$ cat config.mk
export PLATFORM = sky130hd
export DESIGN_NAME = load_writeback_unit_flat
export DESIGN_NICKNAME = d
export VERILOG_FILES = /design/src/rtl/load_writeback_unit_pkg.sv /design/src/rtl/load_writeback_unit_if.sv /design/src/rtl/load_writeback_unit_extract.sv /design/src/rtl/load_writeback_unit.sv /design/src/flat_wrapper.sv
export SDC_FILE = /design/constraint.sdc
export NUM_CORES = 1
export LEC_CHECK = 0
export BUFFER_PORTS_ARGS = -buffer_cell sky130_fd_sc_hd__buf_2
export CORE_AREA = 8 8 83 158
export DETAILED_ROUTE_END_ITERATION = 8
export DIE_AREA = 0 0 91 166
export GPL_ROUTABILITY_DRIVEN = 0
export PLACE_DENSITY = 0.73
export SLEW_MARGIN = 20
export SYNTH_ARGS = -nofsm -noshare
export SYNTH_HDL_FRONTEND = slang
export SYNTH_SLANG_ARGS = --single-unit
$ cat constraint.sdc
create_clock -name clk -period 3.4 [get_ports clk]
set_input_delay 0.34 -clock clk [delete_from_list [all_inputs] [get_ports clk]]
set_output_delay 0.34 -clock clk [all_outputs]
set_load 0.01 [all_outputs]
$ cat src/rtl/load_writeback_unit_pkg.sv
// Shared types and constants for the load writeback path: RV32I load funct3 codes,
// FSM states and default widths.
package load_writeback_unit_pkg;

    localparam int XLEN_DEF           = 32;
    localparam int REG_ADDR_W_DEF     = 5;
    localparam int TIMEOUT_CYCLES_DEF = 255;

    localparam logic [2:0] F3_LB  = 3'b000;
    localparam logic [2:0] F3_LH  = 3'b001;
    localparam logic [2:0] F3_LW  = 3'b010;
    localparam logic [2:0] F3_LBU = 3'b100;
    localparam logic [2:0] F3_LHU = 3'b101;

    typedef enum logic [1:0] {
        ST_IDLE = 2'd0,
        ST_REQ  = 2'd1,
        ST_WB   = 2'd2
    } lwb_state_e;

    function automatic logic f3_legal(input logic [2:0] f3);
        return (f3 == F3_LB) || (f3 == F3_LH) || (f3 == F3_LW) ||
               (f3 == F3_LBU) || (f3 == F3_LHU);
    endfunction

endpackage

$ cat src/rtl/load_writeback_unit_if.sv
// Bundle of the load request, ALU writeback, data-memory and register-file signals.
// The unit sits on the slave modport; the surrounding core/memory drives the master side.
interface load_writeback_unit_if #(
    parameter int XLEN       = 32,
    parameter int REG_ADDR_W = 5
);
    logic                  ld_valid;
    logic                  ld_ready;
    logic [XLEN-1:0]       ld_addr;
    logic [2:0]            ld_funct3;
    logic [REG_ADDR_W-1:0] ld_rd;

    logic                  alu_wb_valid;
    logic [REG_ADDR_W-1:0] alu_wb_rd;
    logic [XLEN-1:0]       alu_wb_data;
    logic                  alu_wb_stall;

    logic                  dmem_req;
    logic [XLEN-1:0]       dmem_addr;
    logic                  dmem_ack;
    logic [XLEN-1:0]       dmem_rdata;

    logic                  rf_write_en;
    logic [REG_ADDR_W-1:0] rf_dst_reg;
    logic [XLEN-1:0]       rf_data_in;

    logic                  ld_error;
    logic                  busy;

    modport slave (
        input  ld_valid, ld_addr, ld_funct3, ld_rd,
        input  alu_wb_valid, alu_wb_rd, alu_wb_data,
        input  dmem_ack, dmem_rdata,
        output ld_ready, alu_wb_stall, dmem_req, dmem_addr,
        output rf_write_en, rf_dst_reg, rf_data_in, ld_error, busy
    );

    modport master (
        output ld_valid, ld_addr, ld_funct3, ld_rd,
        output alu_wb_valid, alu_wb_rd, alu_wb_data,
        output dmem_ack, dmem_rdata,
        input  ld_ready, alu_wb_stall, dmem_req, dmem_addr,
        input  rf_write_en, rf_dst_reg, rf_data_in, ld_error, busy
    );
endinterface

$ cat src/rtl/load_writeback_unit_extract.sv
// load_extract: selects the byte/half/word lane of a fetched word and sign/zero extends it.
// Purely combinational; misaligned halves/words are aligned down (half lane = lane[1]).
module load_extract
    import load_writeback_unit_pkg::*;
#(
    parameter int XLEN = XLEN_DEF
) (
    input  logic [XLEN-1:0] word,
    input  logic [1:0]      lane,
    input  logic [2:0]      funct3,
    output logic [XLEN-1:0] data
);
    logic [7:0]  byte_v;
    logic [15:0] half_v;

    always_comb begin
        byte_v = word[{lane, 3'b000} +: 8];
        half_v = lane[1] ? word[31:16] : word[15:0];
        data   = word;
        case (funct3)
            F3_LB:   data = {{(XLEN-8){byte_v[7]}}, byte_v};
            F3_LBU:  data = {{(XLEN-8){1'b0}}, byte_v};
            F3_LH:   data = {{(XLEN-16){half_v[15]}}, half_v};
            F3_LHU:  data = {{(XLEN-16){1'b0}}, half_v};
            default: data = word;
        endcase
    end
endmodule

$ cat src/rtl/load_writeback_unit.sv
// Load writeback unit: accepts a load, fetches over dmem req/ack, extends and writes the
// register file; ALU writebacks share the port with load priority. Optional macro:
// LOAD_MISALIGN_TRAP_EN (misaligned LH/LHU/LW raise ld_error instead of aligning down).
module load_writeback_unit
    import load_writeback_unit_pkg::*;
#(
    parameter int XLEN           = XLEN_DEF,
    parameter int REG_ADDR_W     = REG_ADDR_W_DEF,
    parameter int TIMEOUT_CYCLES = TIMEOUT_CYCLES_DEF
) (
    input  logic                   clk,
    input  logic                   rst,
    load_writeback_unit_if.slave   bus
);
    localparam int CNT_W = (TIMEOUT_CYCLES > 1) ? $clog2(TIMEOUT_CYCLES) : 1;

    lwb_state_e            state_q, state_d;
    logic [XLEN-1:0]       addr_q, addr_d;
    logic [2:0]            funct3_q, funct3_d;
    logic [REG_ADDR_W-1:0] rd_q, rd_d;
    logic [XLEN-1:0]       data_q, data_d;
    logic [CNT_W-1:0]      cnt_q, cnt_d;
    logic                  err_q, err_d;

    logic                  trap;
    logic [XLEN-1:0]       ext_data;

    load_extract #(.XLEN(XLEN)) u_extract (
        .word   (data_q),
        .lane   (addr_q[1:0]),
        .funct3 (funct3_q),
        .data   (ext_data)
    );

    always_comb begin
`ifdef LOAD_MISALIGN_TRAP_EN
        trap = (((bus.ld_funct3 == F3_LH) || (bus.ld_funct3 == F3_LHU)) && bus.ld_addr[0]) ||
               ((bus.ld_funct3 == F3_LW) && (bus.ld_addr[1:0] != 2'b00));
`else
        trap = 1'b0;
`endif
    end

    always_comb begin
        state_d  = state_q;
        addr_d   = addr_q;
        funct3_d = funct3_q;
        rd_d     = rd_q;
        data_d   = data_q;
        cnt_d    = cnt_q;
        err_d    = 1'b0;
        case (state_q)
            ST_IDLE: begin
                if (bus.ld_valid) begin
                    addr_d   = bus.ld_addr;
                    funct3_d = bus.ld_funct3;
                    rd_d     = bus.ld_rd;
                    cnt_d    = '0;
                    if (!f3_legal(bus.ld_funct3) || trap) begin
                        err_d = 1'b1;
                    end else begin
                        state_d = ST_REQ;
                    end
                end
            end
            ST_REQ: begin
                if (bus.dmem_ack) begin
                    data_d  = bus.dmem_rdata;
                    cnt_d   = '0;
                    state_d = ST_WB;
                end else if (cnt_q == CNT_W'(TIMEOUT_CYCLES - 1)) begin
                    // Abort: nothing is written and the captured operands are simply stale.
                    err_d   = 1'b1;
                    cnt_d   = '0;
                    state_d = ST_IDLE;
                end else begin
                    cnt_d = cnt_q + 1'b1;
                end
            end
            ST_WB: begin
                state_d = ST_IDLE;
            end
            default: begin
                state_d = ST_IDLE;
            end
        endcase
    end

    always_ff @(posedge clk or posedge rst) begin
        if (rst) begin
            state_q  <= ST_IDLE;
            addr_q   <= '0;
            funct3_q <= '0;
            rd_q     <= '0;
            data_q   <= '0;
            cnt_q    <= '0;
            err_q    <= 1'b0;
        end else begin
            state_q  <= state_d;
            addr_q   <= addr_d;
            funct3_q <= funct3_d;
            rd_q     <= rd_d;
            data_q   <= data_d;
            cnt_q    <= cnt_d;
            err_q    <= err_d;
        end
    end

    logic                  in_wb;
    logic                  rf_we;
    logic [REG_ADDR_W-1:0] rf_dst;
    logic [XLEN-1:0]       rf_dat;

    assign in_wb = (state_q == ST_WB);

    // The load owns the write port in WB even when rd==0; the ALU stalls regardless.
    always_comb begin
        rf_we  = 1'b0;
        rf_dst = '0;
        rf_dat = '0;
        if (in_wb) begin
            rf_we  = (rd_q != '0);
            rf_dst = rd_q;
            rf_dat = ext_data;
        end else if (bus.alu_wb_valid) begin
            rf_we  = (bus.alu_wb_rd != '0);
            rf_dst = bus.alu_wb_rd;
            rf_dat = bus.alu_wb_data;
        end
    end

    assign bus.rf_write_en  = rf_we;
    assign bus.rf_dst_reg   = rf_dst;
    assign bus.rf_data_in   = rf_dat;
    assign bus.alu_wb_stall = in_wb && bus.alu_wb_valid;
    assign bus.ld_ready     = (state_q == ST_IDLE);
    assign bus.busy         = (state_q != ST_IDLE);
    assign bus.dmem_req     = (state_q == ST_REQ);
    assign bus.dmem_addr    = (state_q == ST_REQ) ? {addr_q[XLEN-1:2], 2'b00} : '0;
    assign bus.ld_error     = err_q;
endmodule

$ cat src/flat_wrapper.sv
// flat-port wrapper written by rule: the top's interface ports become plain ports
module load_writeback_unit_flat import load_writeback_unit_pkg::*;
#(
    parameter int XLEN           = XLEN_DEF,
    parameter int REG_ADDR_W     = REG_ADDR_W_DEF,
    parameter int TIMEOUT_CYCLES = TIMEOUT_CYCLES_DEF
)
  (clk, rst, bus_ld_valid, bus_ld_addr, bus_ld_funct3, bus_ld_rd, bus_alu_wb_valid, bus_alu_wb_rd, bus_alu_wb_data, bus_dmem_ack, bus_dmem_rdata, bus_ld_ready, bus_alu_wb_stall, bus_dmem_req, bus_dmem_addr, bus_rf_write_en, bus_rf_dst_reg, bus_rf_data_in, bus_ld_error, bus_busy);
  load_writeback_unit_if #(.XLEN(XLEN), .REG_ADDR_W(REG_ADDR_W)) bus_i ();
  input  logic clk;
  input  logic rst;
  input wire logic [$bits(bus_i.ld_valid)-1:0] bus_ld_valid;
  input wire logic [$bits(bus_i.ld_addr)-1:0] bus_ld_addr;
  input wire logic [$bits(bus_i.ld_funct3)-1:0] bus_ld_funct3;
  input wire logic [$bits(bus_i.ld_rd)-1:0] bus_ld_rd;
  input wire logic [$bits(bus_i.alu_wb_valid)-1:0] bus_alu_wb_valid;
  input wire logic [$bits(bus_i.alu_wb_rd)-1:0] bus_alu_wb_rd;
  input wire logic [$bits(bus_i.alu_wb_data)-1:0] bus_alu_wb_data;
  input wire logic [$bits(bus_i.dmem_ack)-1:0] bus_dmem_ack;
  input wire logic [$bits(bus_i.dmem_rdata)-1:0] bus_dmem_rdata;
  output wire logic [$bits(bus_i.ld_ready)-1:0] bus_ld_ready;
  output wire logic [$bits(bus_i.alu_wb_stall)-1:0] bus_alu_wb_stall;
  output wire logic [$bits(bus_i.dmem_req)-1:0] bus_dmem_req;
  output wire logic [$bits(bus_i.dmem_addr)-1:0] bus_dmem_addr;
  output wire logic [$bits(bus_i.rf_write_en)-1:0] bus_rf_write_en;
  output wire logic [$bits(bus_i.rf_dst_reg)-1:0] bus_rf_dst_reg;
  output wire logic [$bits(bus_i.rf_data_in)-1:0] bus_rf_data_in;
  output wire logic [$bits(bus_i.ld_error)-1:0] bus_ld_error;
  output wire logic [$bits(bus_i.busy)-1:0] bus_busy;
  assign bus_i.ld_valid = bus_ld_valid;
  assign bus_i.ld_addr = bus_ld_addr;
  assign bus_i.ld_funct3 = bus_ld_funct3;
  assign bus_i.ld_rd = bus_ld_rd;
  assign bus_i.alu_wb_valid = bus_alu_wb_valid;
  assign bus_i.alu_wb_rd = bus_alu_wb_rd;
  assign bus_i.alu_wb_data = bus_alu_wb_data;
  assign bus_i.dmem_ack = bus_dmem_ack;
  assign bus_i.dmem_rdata = bus_dmem_rdata;
  assign bus_ld_ready = bus_i.ld_ready;
  assign bus_alu_wb_stall = bus_i.alu_wb_stall;
  assign bus_dmem_req = bus_i.dmem_req;
  assign bus_dmem_addr = bus_i.dmem_addr;
  assign bus_rf_write_en = bus_i.rf_write_en;
  assign bus_rf_dst_reg = bus_i.rf_dst_reg;
  assign bus_rf_data_in = bus_i.rf_data_in;
  assign bus_ld_error = bus_i.ld_error;
  assign bus_busy = bus_i.busy;
  load_writeback_unit #(.XLEN(XLEN), .REG_ADDR_W(REG_ADDR_W), .TIMEOUT_CYCLES(TIMEOUT_CYCLES)) u_core (.clk(clk), .rst(rst), .bus(bus_i));
endmodule
==> reports/metrics.csv, run 1 <==
metric,value,unit
synthesized area divided by synthesized cell count,10.8,sq um
total wire length,13700,um
number of buffers added by the clock tree synthesis step,9,
endpoint type of the worst setup path,output port,
Detail Placement HPWL,10400,um
vias in the first global route,4264,
Initial Util,43.4,%
clock tree from TritonCTS,built,
DR vias/cell,5.37,
Global Route Usage Sum,18.2,%
first-pass GRT wire length,22300,um
DRT Pass-1 Iters,5,
classification of the worst-slack hold path,in -> async,
final design utilization,54.4,%
Slew Limit Headroom,46.4,%
count of unresolved DRC violations after routing,0,
Critical Setup Path Class,reg -> out,
proportion of layout cells with a drive suffix above 1,49.3,%
async set-or-reset flop fraction in the synthesized netlist,100,%
"Seq/Total Area, Yosys",42.9,%
Worst Path Max Fanout,9,
share of the synthesized area in the top cell type,42.9,%
number of nets with antenna violations after detailed routing,0,
Skew-Pair Late Insertion Delay,0.33,ns
Worst Tran Pin Value,0.802,ns
io pins,189,
routed vias,4100,
final setup violating endpoints,0,
global route overflow,0,
leading post-synthesis cells by instance count,"83 x dfrtp_1, 37 x a21oi_1, 37 x mux2_4, 36 x mux2_2, 36 x nand2_1",
overall die area,0.0151,sq mm
Std-Cell Rows,55,
shortest period the worst path allows,2.71,ns
core box area,0.0111,sq mm
synthesized netlist cell count,449,
antenna violations before repair,0,
height of the die,166,um
Fill cells,1027,
clock net sink count,83,
netlist area before placement,0.00484,sq mm
IO Port Bufs,186,
synthesis warning total,0,
Fin. Hold Viols,0,
final total negative setup slack,0,ns
ranking of synthesized cells by area,"dfrtp_1 43%, mux2_4 11%, mux2_2 8.4%",
Clock power frac,21.9,%
Switching Fraction,34.5,%
dominant register cell in the synthesized netlist,dfrtp_1,
arrival time worst endpoint,2.37,ns
maximum ir drop on the vdd rail,0.000397,V
Seq pwr share,41.0,%
final period utilization,79.6,%
type of element launching the critical path,register,
count of final max-slew check failures,0,
RSZ-0062 raised after global routing,no,
pin count of the biggest net entering global routing,42,
power per standard cell area,641,mW/mm^2
cell with the most instances after synthesis,dfrtp_1,
Pint,2.55,mW
leakage power figure,2.99,nW
hold buffer count at CTS,0,
Post CTS Setup Buffer Count,0,
combinational share of power,37.0,%
Setup Skew,0.00485,ns
CTS-repair resized insts,0,
Max Clock Freq,370,MHz
total number of nets in the final design,734,
number of enable flip-flop cells after synthesis,0,
die width,91,um
CTS Buffer Depth,2,
First DRT Iteration DRCs,258,
WL per Instance,18.0,um
net switching power of the design,1.34,mW
count of state elements after synthesis,83,
Final Power,3.89,mW
clock-pin slew of the registers on the worst-case setup and hold paths,0.06,ns
number of unique standard cell types used by synthesis,52,
Clock Root Buffer,clkbuf_16,
Synth area leader,dfrtp_1,
max-capacitance violation count,0,
area grow syn2layout,25.2,%
total inserted antenna cells,0,
CP Data Required Time,3.06,ns
outcome,"finished, final reports clean",
CTS H-Tree Depth,3,
-- path summary, 6_finish.rpt --
check,start,to,slack [ns],depth (start not counted)
worst min-delay path,rst,u_core.addr_q[30],0.06,2
worst max-delay path,u_core.addr_q[0],bus_rf_data_in[6],0.69,5
worst max register to register,u_core.state_q[1],u_core.data_q[9],1.22,3
max in group asynchronous,rst,u_core.data_q[30],2.59,3
min in group clk,bus_dmem_rdata[28],u_core.data_q[28],0.23,2
worst min register to register,u_core.addr_q[6],u_core.addr_q[6],0.50,1
-- sequential cells by signal, summed over array words and instances (netlist names) --
signal	cells
u_core.addr_q	32
u_core.rd_q	5
u_core.state_q	2
u_core.funct3_q	3
u_core.data_q	32
u_core.cnt_q	8
u_core.bus.ld_error	1
-- per-layer routing --
layer | vias up | GRT usage (%) | share of wire (%)
met4 | 0 | 5.60 | 1.2
li1 | 1932 | - | -
met2 | 201 | 29.9 | 49
met5 | - | 0 | 0
met3 | 10 | 5.25 | 8.5
met1 | 1957 | 22.3 | 42
-- cell families after synthesis --
logic type / count (synthesis) / share of synthesized area [%]
AOI/OAI and AO/OA: 100 / 13.7
adders and majority gates: 2 / 0.517
buffers and inverters: 42 / 4.83
DFF: 83 / 42.9
muxes: 85 / 22.9
other: 1 / 0.0774
and+or+nand+nor: 136 / 15.1
-- cell type report --
cell class	instances	area, sq um	share of cell area, %
Sequential cell	83	2080	34.2
Tap cell	142	178	2.93
Inverter	7	27.5	0.454
Timing Repair Buffer	192	988	16.3
Multi-Input combinational cell	325	2540	41.8
Clock buffer	9	225	3.71
Clock inverter	5	32.5	0.536
-- cell usage in the layout, fill, tap and decap left out, drive strengths merged, types with 3 or more instances in the layout --
master / n
a21oi: 48
a22oi: 3
a31oi: 7
a32oi: 3
and2: 35
and3: 3
buf: 192
clkbuf: 9
clkinv: 3
clkinvlp: 3
dfrtp: 83
inv: 6
mux2: 73
mux2i: 12
nand2: 37
nand2b: 7
nand3: 24
nor2: 11
nor2b: 4
nor3b: 3
o2111ai: 7
o21ai: 20
-- stage by stage --
stage          setup slack [ns]  instances  hold WS [ns]  instance area, sq um
5_1_grt                   0.501        763         0.114                  6070
6_report                  0.695        763        0.0618                  6070
3_3_place_gp               1.09        749         0.429                  5810
4_1_cts                   0.699        763        0.0770                  6070
2_1_floorplan             0.923        450         0.457                  4850
3_5_place_dp               1.06        749         0.437                  5810
-- worst max-delay path: stages, from the launching register on --
cell and delay [ns]:
dfrtp_1 0.48, nor2b_1 0.67, mux2_2 0.42, a22oi_1 0.22, o21ai_0 0.11, buf_2 0.15
-- power groups by stage --
stage	logic, mW	clock network, mW	registers, mW
6_report	1.44	0.853	1.60
5_1_grt	1.57	0.915	1.64
4_1_cts	1.45	0.878	1.59
3_5_place_dp	1.44	0	1.61
3_3_place_gp	1.41	0	1.60
2_1_floorplan	1.11	0	1.49
No activity file was read; power rests on OpenSTA's default activity.
==> run 2, diff against run 1 <==
- ABC_AREA: default -> 1
- CORE_AREA: 8 8 83 158 -> 8 8 82 156
- DIE_AREA: 0 0 91 166 -> 0 0 90 164
- PLACE_DENSITY: 0.73 -> 0.75
- clock period: 3.4 -> 2.43 ns (I/O delays scaled with it)
==> reports/metrics.csv, run 2 <==
metric,value,unit,change
classification of the worst-slack hold path,in -> reg,,
"area fraction in and, or, nand and nor cells after synthesis",31.6,%,+17 points
share of the synthesized area in the top cell type,45.1,%,+2.2 points
maximum ir drop on the vdd rail,0.000572,V,+44%
Worst path top cell family by delay,simple AND/OR/NAND/NOR gates,,
leakage power figure,3.49,nW,+16%
CTS Buffer Depth,2,,unchanged
global route overflow,0,,unchanged
vias in the first global route,4647,,+9.0%
proportion of layout cells with a drive suffix above 1,27.3,%,-22 points
Slew Limit Headroom,57.4,%,+11 points
count of unresolved DRC violations after routing,0,,unchanged
total wire length,14000,um,+1.8%
clock tree from TritonCTS,built,,
Critical Setup Path Class,reg -> out,,
final total negative setup slack,0,ns,unchanged
arrival time worst endpoint,1.95,ns,-0.42 ns
total number of nets in the final design,961,,+31%
net switching power of the design,1.99,mW,+48%
IO Port Bufs,186,,unchanged
Worst Tran Pin Value,0.639,ns,-0.163 ns
power per standard cell area,887,mW/mm^2,+38%
Max Clock Freq,456,MHz,
leading post-synthesis cells by instance count,"230 x nand2_1, 83 x dfrtp_1, 75 x inv_1, 73 x nor2_1, 49 x a21oi_1",,
sequence of cells on the critical path,buf_4 -> inv_1 -> nand2_1 -> nor2_1 -> nand2_2 -> nand3_1 -> nand2_1 -> nand2_1 -> buf_2,,
library cell contributing the largest single delay on the critical path,dfrtp_1,,
most frequent standard cell in the layout excluding fill and tap cells,nand2_1,,
async set-or-reset flop fraction in the synthesized netlist,100,%,unchanged
RSZ-0062 raised after global routing,no,,
DRT Pass-1 Iters,5,,unchanged
final setup violating endpoints,0,,unchanged
number of unique standard cell types used by synthesis,27,,-48%
peak per-stage delay on the critical path,0.41,ns,-0.26 ns
critical path capture point,bus_rf_data_in[17],,
DR vias/cell,4.87,,-9.4%
Worst Path Max Fanout,17,,+8
CP Data Required Time,2.19,ns,-0.87 ns
Synth area leader,dfrtp_1,,
clock net sink count,83,,unchanged
Std-Cell Rows,54,,-1.8%
post-synthesis xor/xnor area fraction,0.570,%,+0.57 points
synthesized netlist cell count,669,,+49%
netlist area before placement,0.00461,sq mm,-4.8%
largest registers,"u_core.addr_q: 32 flops, u_core.data_q: 32 flops, u_core.cnt_q: 8 flops",,
count of state elements after synthesis,83,,unchanged
pin count of the biggest net entering global routing,49,,+17%
overall die area,0.0148,sq mm,-2.3%
Crit. path cell count,9,,+4
shortest period the worst path allows,2.19,ns,
Skew-Pair Late Insertion Delay,0.34,ns,about the same
Seq pwr share,38.3,%,-2.7 points
Crit. Startpoint,u_core.funct3_q[1],,
synthesis warning total,0,,unchanged
first-pass GRT wire length,22500,um,+0.78%
number of buffers added by the clock tree synthesis step,9,,unchanged
Critical Path Most Common Cell,nand2_1,,
compound-gate portion of the synthesized area,11.1,%,-2.6 points
Min Hold Slack,0.104,ns,+0.0419 ns
final period utilization,90.3,%,
io pins,189,,unchanged
combinational share of power,35.3,%,-1.7 points
mux contribution to synthesized area,0.733,%,-22 points
Detail Placement HPWL,11000,um,+5.3%
FF-to-FF path depth,7,,+4
outcome,"finished, final reports clean",,
Post CTS Setup Buffer Count,0,,unchanged
CTS H-Tree Depth,3,,unchanged
max-capacitance violation count,0,,unchanged
Fill cells,1095,,+6.6%
Pint,3.34,mW,+31%
most used cells in the layout excluding fill and tap cells,"228 x nand2_1, 186 x buf_2, 82 x dfrtp_1",,
synthesized area divided by synthesized cell count,6.89,sq um,-36%
die width,90,um,-1.1%
First DRT Iteration DRCs,260,,+0.78%
capturing point of the worst reg2reg path,u_core.data_q[0],,
area grow syn2layout,30.2,%,
type of element launching the critical path,register,,
WP buf/inv,3,,+2
Global Route Usage Sum,18.9,%,+0.73 points
WL per Instance,14.1,um,-22%
Clock Root Buffer,clkbuf_16,,
dominant combinational cell family by area after synthesis,simple AND/OR/NAND/NOR gates,,
"Seq/Total Area, Yosys",45.1,%,+2.2 points
Initial Util,42.6,%,-0.81 points
total inserted antenna cells,0,,unchanged
endpoint type of the worst setup path,output port,,
"setup slack, reg-to-reg",0.65,ns,-0.57 ns
count of final max-slew check failures,0,,unchanged
adder and majority cell fraction of the synthesized area,0.543,%,+0.026 points
dominant register cell in the synthesized netlist,dfrtp_1,,
antenna violations before repair,4,,+4
Clock power frac,26.5,%,+4.6 points
core box area,0.0108,sq mm,-3.0%
Switching Fraction,37.3,%,+2.8 points
Fin. Hold Viols,0,,unchanged
number of nets with antenna violations after detailed routing,0,,unchanged
worst reg2reg startpoint,u_core.state_q[0],,
routed vias,4818,,+18%
cell with the most instances after synthesis,nand2_1,,
ranking of synthesized cells by area,"dfrtp_1 45%, nand2_1 19%, inv_1 6.1%",,
Setup Skew,0.00924,ns,+0.00439 ns
number of enable flip-flop cells after synthesis,0,,unchanged
clock-pin slew of the registers on the worst-case setup and hold paths,0.07,ns,about the same
height of the die,164,um,-1.2%
## run 2: power groups by stage
stage | logic (mW) | registers (mW) | clock network (mW)
2_1_floorplan | 1.33 | 1.97 | 0
3_3_place_gp | 1.86 | 2.05 | 0
3_5_place_dp | 1.88 | 2.06 | 0
4_1_cts | 1.90 | 2.04 | 1.44
5_1_grt | 2.16 | 2.08 | 1.51
6_report | 1.88 | 2.04 | 1.41
## run 2: cell type report
| class | count | area (sq um) | area share [%] |
|---|---|---|---|
| flip-flops and latches | 83 | 2080 | 34.6 |
| multi-input cells | 472 | 2070 | 34.4 |
| repair buffers | 199 | 1070 | 17.8 |
| inverters | 80 | 302 | 5.02 |
| clock buffers | 10 | 239 | 3.98 |
| well taps | 140 | 175 | 2.92 |
| clock inverters | 6 | 73.8 | 1.23 |
## run 2: worst min-delay path by stage
stage                       startpoint                end  slack, ns  depth (start not counted)
global placement                   rst  u_core.addr_q[18]       0.34                          2
detailed placement                 rst  u_core.addr_q[12]       0.35                          2
floorplan           bus_dmem_rdata[10]  u_core.data_q[10]       0.36                          2
finish              bus_dmem_rdata[10]  u_core.data_q[10]       0.10                          3
CTS                  bus_dmem_rdata[6]   u_core.data_q[6]        0.1                          3
global route        bus_dmem_rdata[18]  u_core.data_q[18]       0.09                          3
## run 2: cell families after synthesis
| family | count (synthesis) |
|---|---|
| buf+inv | 115 |
| compound gates | 100 |
| flops | 83 |
| other cells | 1 |
| fa+ha+maj | 2 |
| simple gates | 362 |
| mux | 3 |
| xor+xnor | 3 |
## run 2: per-stage QoR
step / setup slack, ns / power, mW / instance area (sq um) / utilization, % / std cells
2_1_floorplan: 0.0502 / 3.30 / 4610 / - / 670
3_5_place_dp: 0.461 / 3.94 / 5680 / 52.5 / 973
6_report: 0.236 / 5.33 / 6000 / 55.5 / 990
4_1_cts: 0.0894 / 5.38 / 6000 / 55.5 / 990
3_3_place_gp: 0.538 / 3.91 / 5680 / 52.5 / 973
5_1_grt: 0.0305 / 5.75 / 6000 / 55.5 / 990
## run 2: repair_timing
action	4_1_cts	5_1_grt
resized for setup	0	2
hold buffers	1	0
endpoints found under the hold margin	35	0
setup endpoints to repair	0	17
## run 2: routing by layer
metal	vias up	wire, um	global-route usage (%)
met5	-	46	0
met4	8	509	9.69
met3	40	974	6.22
met2	179	7220	33.9
met1	2156	5210	19.2
li1	2435	-	-
## run 2: tightest hold or removal path: cells and delay by family
family / cells / cell delay [ns]
buffers and inverters: 1 / 0.08
AND/OR/NAND/NOR: 2 / 0.09
==> run 3, diff against run 2 <==
- CORE_AREA: 8 8 82 156 -> 8 8 84 160
- DIE_AREA: 0 0 90 164 -> 0 0 92 168
- SYNTH_HIERARCHICAL: default -> 1
==> reports/metrics.csv, run 3 <==
metric,value,unit,change
outcome,"finished, final reports clean",,
peak per-stage delay on the critical path,0.52,ns,+0.11 ns
Seq pwr share,38.8,%,+0.5 points
Clock power frac,25.1,%,-1.4 points
type of element launching the critical path,register,,
worst reg2reg startpoint,u_core/state_q[0],,
clock net sink count,83,,unchanged
total wire length,14700,um,+5.3%
Post CTS Setup Buffer Count,0,,unchanged
overall die area,0.0155,sq mm,+4.7%
synthesis warning total,6,,+6
net switching power of the design,2.08,mW,+4.7%
endpoint type of the worst setup path,output port,,
leading post-synthesis cells by instance count,"239 x nand2_1, 83 x dfrtp_1, 80 x nor2_1, 65 x inv_1, 49 x nand3_1",,
Worst Path Max Fanout,24,,+7
total number of nets in the final design,981,,+2.1%
Initial Util,43.7,%,+1.0 points
dominant register cell in the synthesized netlist,dfrtp_1,,
number of unique standard cell types used by synthesis,37,,+37%
antenna violations before repair,5,,+1
Crit. Startpoint,u_core/funct3_q[1],,
classification of the worst-slack hold path,in -> reg,,
Std-Cell Rows,55,,+1.9%
dominant combinational cell family by area after synthesis,simple AND/OR/NAND/NOR gates,,
mux contribution to synthesized area,1.37,%,+0.64 points
WL per Instance,14.5,um,+2.8%
max-capacitance violation count,0,,unchanged
Worst Tran Pin Value,0.590,ns,-0.0485 ns
arrival time worst endpoint,1.89,ns,-0.06 ns
global route overflow,0,,unchanged
DR vias/cell,4.80,,-1.4%
post-synthesis xor/xnor area fraction,0.355,%,-0.21 points
height of the die,168,um,+2.4%
Synth area leader,dfrtp_1,,
count of unresolved DRC violations after routing,0,,unchanged
"area fraction in and, or, nand and nor cells after synthesis",34.8,%,+3.1 points
critical hold path startpoint,bus_dmem_rdata[8],,
cell with the most instances after synthesis,nand2_1,,
adder and majority cell fraction of the synthesized area,0.508,%,-0.035 points
share of the synthesized area in the top cell type,42.1,%,-2.9 points
"Seq/Total Area, Yosys",42.1,%,-2.9 points
CP Data Required Time,2.19,ns,about the same
Switching Fraction,37.5,%,+0.18 points
Fin. Hold Viols,0,,unchanged
leakage power figure,3.54,nW,+1.5%
area grow syn2layout,26.3,%,
vias in the first global route,5028,,+8.2%
count of final max-slew check failures,0,,unchanged
synthesized netlist cell count,693,,+3.6%
final setup violating endpoints,0,,unchanged
async set-or-reset flop fraction in the synthesized netlist,100,%,unchanged
combinational share of power,36.2,%,+0.9 points
routed vias,4868,,+1.0%
Slew Limit Headroom,60.5,%,+3.1 points
RSZ-0062 raised after global routing,no,,
DRT Pass-1 Iters,6,,+1
number of nets with antenna violations after detailed routing,0,,unchanged
Detail Placement HPWL,11700,um,+6.9%
number of buffers added by the clock tree synthesis step,9,,unchanged
sequence of cells on the critical path,nor3_1 -> nand2_4 -> nand3_1 -> nand2_1 -> o21ai_0 -> buf_2,,
Skew-Pair Late Insertion Delay,0.33,ns,about the same
pin count of the biggest net entering global routing,42,,-14%
library cell contributing the largest single delay on the critical path,dfrtp_2,,
Clock Root Buffer,clkbuf_16,,
first-pass GRT wire length,24100,um,+7.0%
Min Hold Slack,0.112,ns,+0.00868 ns
largest registers,"u_core/addr_q: 32 flops, u_core/data_q: 32 flops, u_core/cnt_q: 8 flops",,
final total negative setup slack,0,ns,unchanged
Pint,3.47,mW,+3.9%
ranking of synthesized cells by area,"dfrtp_1 42%, nand2_1 18%, nor2_1 6.1%",,
clock-pin slew of the registers on the worst-case setup and hold paths,0.06,ns,about the same
count of state elements after synthesis,83,,unchanged
die width,92,um,+2.2%
final period utilization,87.9,%,-2.4 points
Global Route Usage Sum,19.1,%,+0.12 points
Max Clock Freq,468,MHz,+2.7%
Setup Skew,0.0110,ns,+0.00175 ns
io pins,189,,unchanged
FF-to-FF path depth,5,,-2
First DRT Iteration DRCs,231,,-11%
power per standard cell area,891,mW/mm^2,+0.49%
Critical Setup Path Class,reg -> out,,
most frequent standard cell in the layout excluding fill and tap cells,nand2_1,,
proportion of layout cells with a drive suffix above 1,29.7,%,+2.4 points
number of enable flip-flop cells after synthesis,0,,unchanged
depth of the worst hold-timing path,3,,unchanged
maximum ir drop on the vdd rail,0.000570,V,-0.31%
synthesized area divided by synthesized cell count,7.11,sq um,+3.2%
compound-gate portion of the synthesized area,10.2,%,-0.87 points
clock tree from TritonCTS,built,,
CTS Buffer Depth,2,,unchanged
CTS H-Tree Depth,3,,unchanged
IO Port Bufs,186,,unchanged
netlist area before placement,0.00493,sq mm,+6.9%
shortest period the worst path allows,2.14,ns,-0.0573 ns
most used cells in the layout excluding fill and tap cells,"238 x nand2_1, 186 x buf_2, 82 x dfrtp_1",,
core box area,0.0113,sq mm,+4.4%
run 3: changes by cell type after synthesis, moves of 8 or more:
cell	delta
a21oi_1	-28
a21oi_2	+15
inv_1	-10
nand2_1	+9
nand3_1	+9
buf_6	+8
nand3_2	+8
run 3: metal layers:
| metal | part of all wire [%] | up-vias | routed length [um] | global-route usage (%) |
|---|---|---|---|---|
| li1 | - | 2505 | - | - |
| met3 | 6.7 | 24 | 990 | 5.43 |
| met4 | 2.3 | 4 | 339 | 9.82 |
| met2 | 55 | 147 | 8040 | 35.3 |
| met1 | 36 | 2188 | 5310 | 18.3 |
| met5 | 0.11 | - | 16 | 0 |
run 3: final cells by class:
type | instances | area [sq um]
antenna | 4 | 10.0
clock buffer | 9 | 225
timing repair buffer | 200 | 1050
multi-input combinational | 503 | 2340
fill | 1151 | 5060
clock inverter | 5 | 80.1
inverter | 68 | 259
sequential | 83 | 2080
tap | 142 | 178
run 3: power groups by stage:
stage	logic (mW)	clock network, mW	registers, mW
global placement	1.98	0	2.16
detailed placement	2.02	0	2.17
CTS	2.02	1.43	2.15
floorplan	1.53	0	2.01
global route	2.29	1.48	2.20
finish	2.01	1.39	2.15
run 3: metrics by stage:
stage	instances	area (sq um)	setup WS [ns]	util, %	power (mW)
2_1_floorplan	694	4930	0.0502	-	3.54
3_3_place_gp	995	5900	0.566	52.3	4.14
3_5_place_dp	995	5900	0.525	52.3	4.19
4_1_cts	1010	6210	0.168	55.1	5.61
5_1_grt	1013	6220	0.170	55.1	5.98
6_report	1014	6220	0.293	55.2	5.55
run 3: critical path, delay by kind of cell, from the launching register on:
family,cells,cell delay [ns]
compound gates,1,0.08
buf+inv,1,0.15
simple gates,4,0.81
flops,1,0.52
run 3: logic make-up after synthesis:
logic type,count (synthesis)
XOR/XNOR,2
multiplexers,6
AO/OA/AOI/OAI,87
AND/OR/NAND/NOR,404
other,1
flip-flops,83
adder cells (fa/ha/maj),2
buffers and inverters,108
run 3: timing repair:
item | CTS | global route
hold endpoints to repair | 8 | 0
setup endpoints to repair | 0 | 2
gates resized for setup | 0 | 1
hold buffers | 1 | 0
run 3: path summary, 6_finish.rpt:
kind	to	slack [ns]
worst max-delay path	bus_rf_data_in[9]	0.29
worst min-delay path	u_core/data_q[8]	0.11
worst max register to register	u_core/rd_q[2]	0.62
worst min register to register	u_core/data_q[2]	0.47
max in group asynchronous	u_core/state_q[0]	1.37
min in group asynchronous	u_core/rd_q[3]	0.38
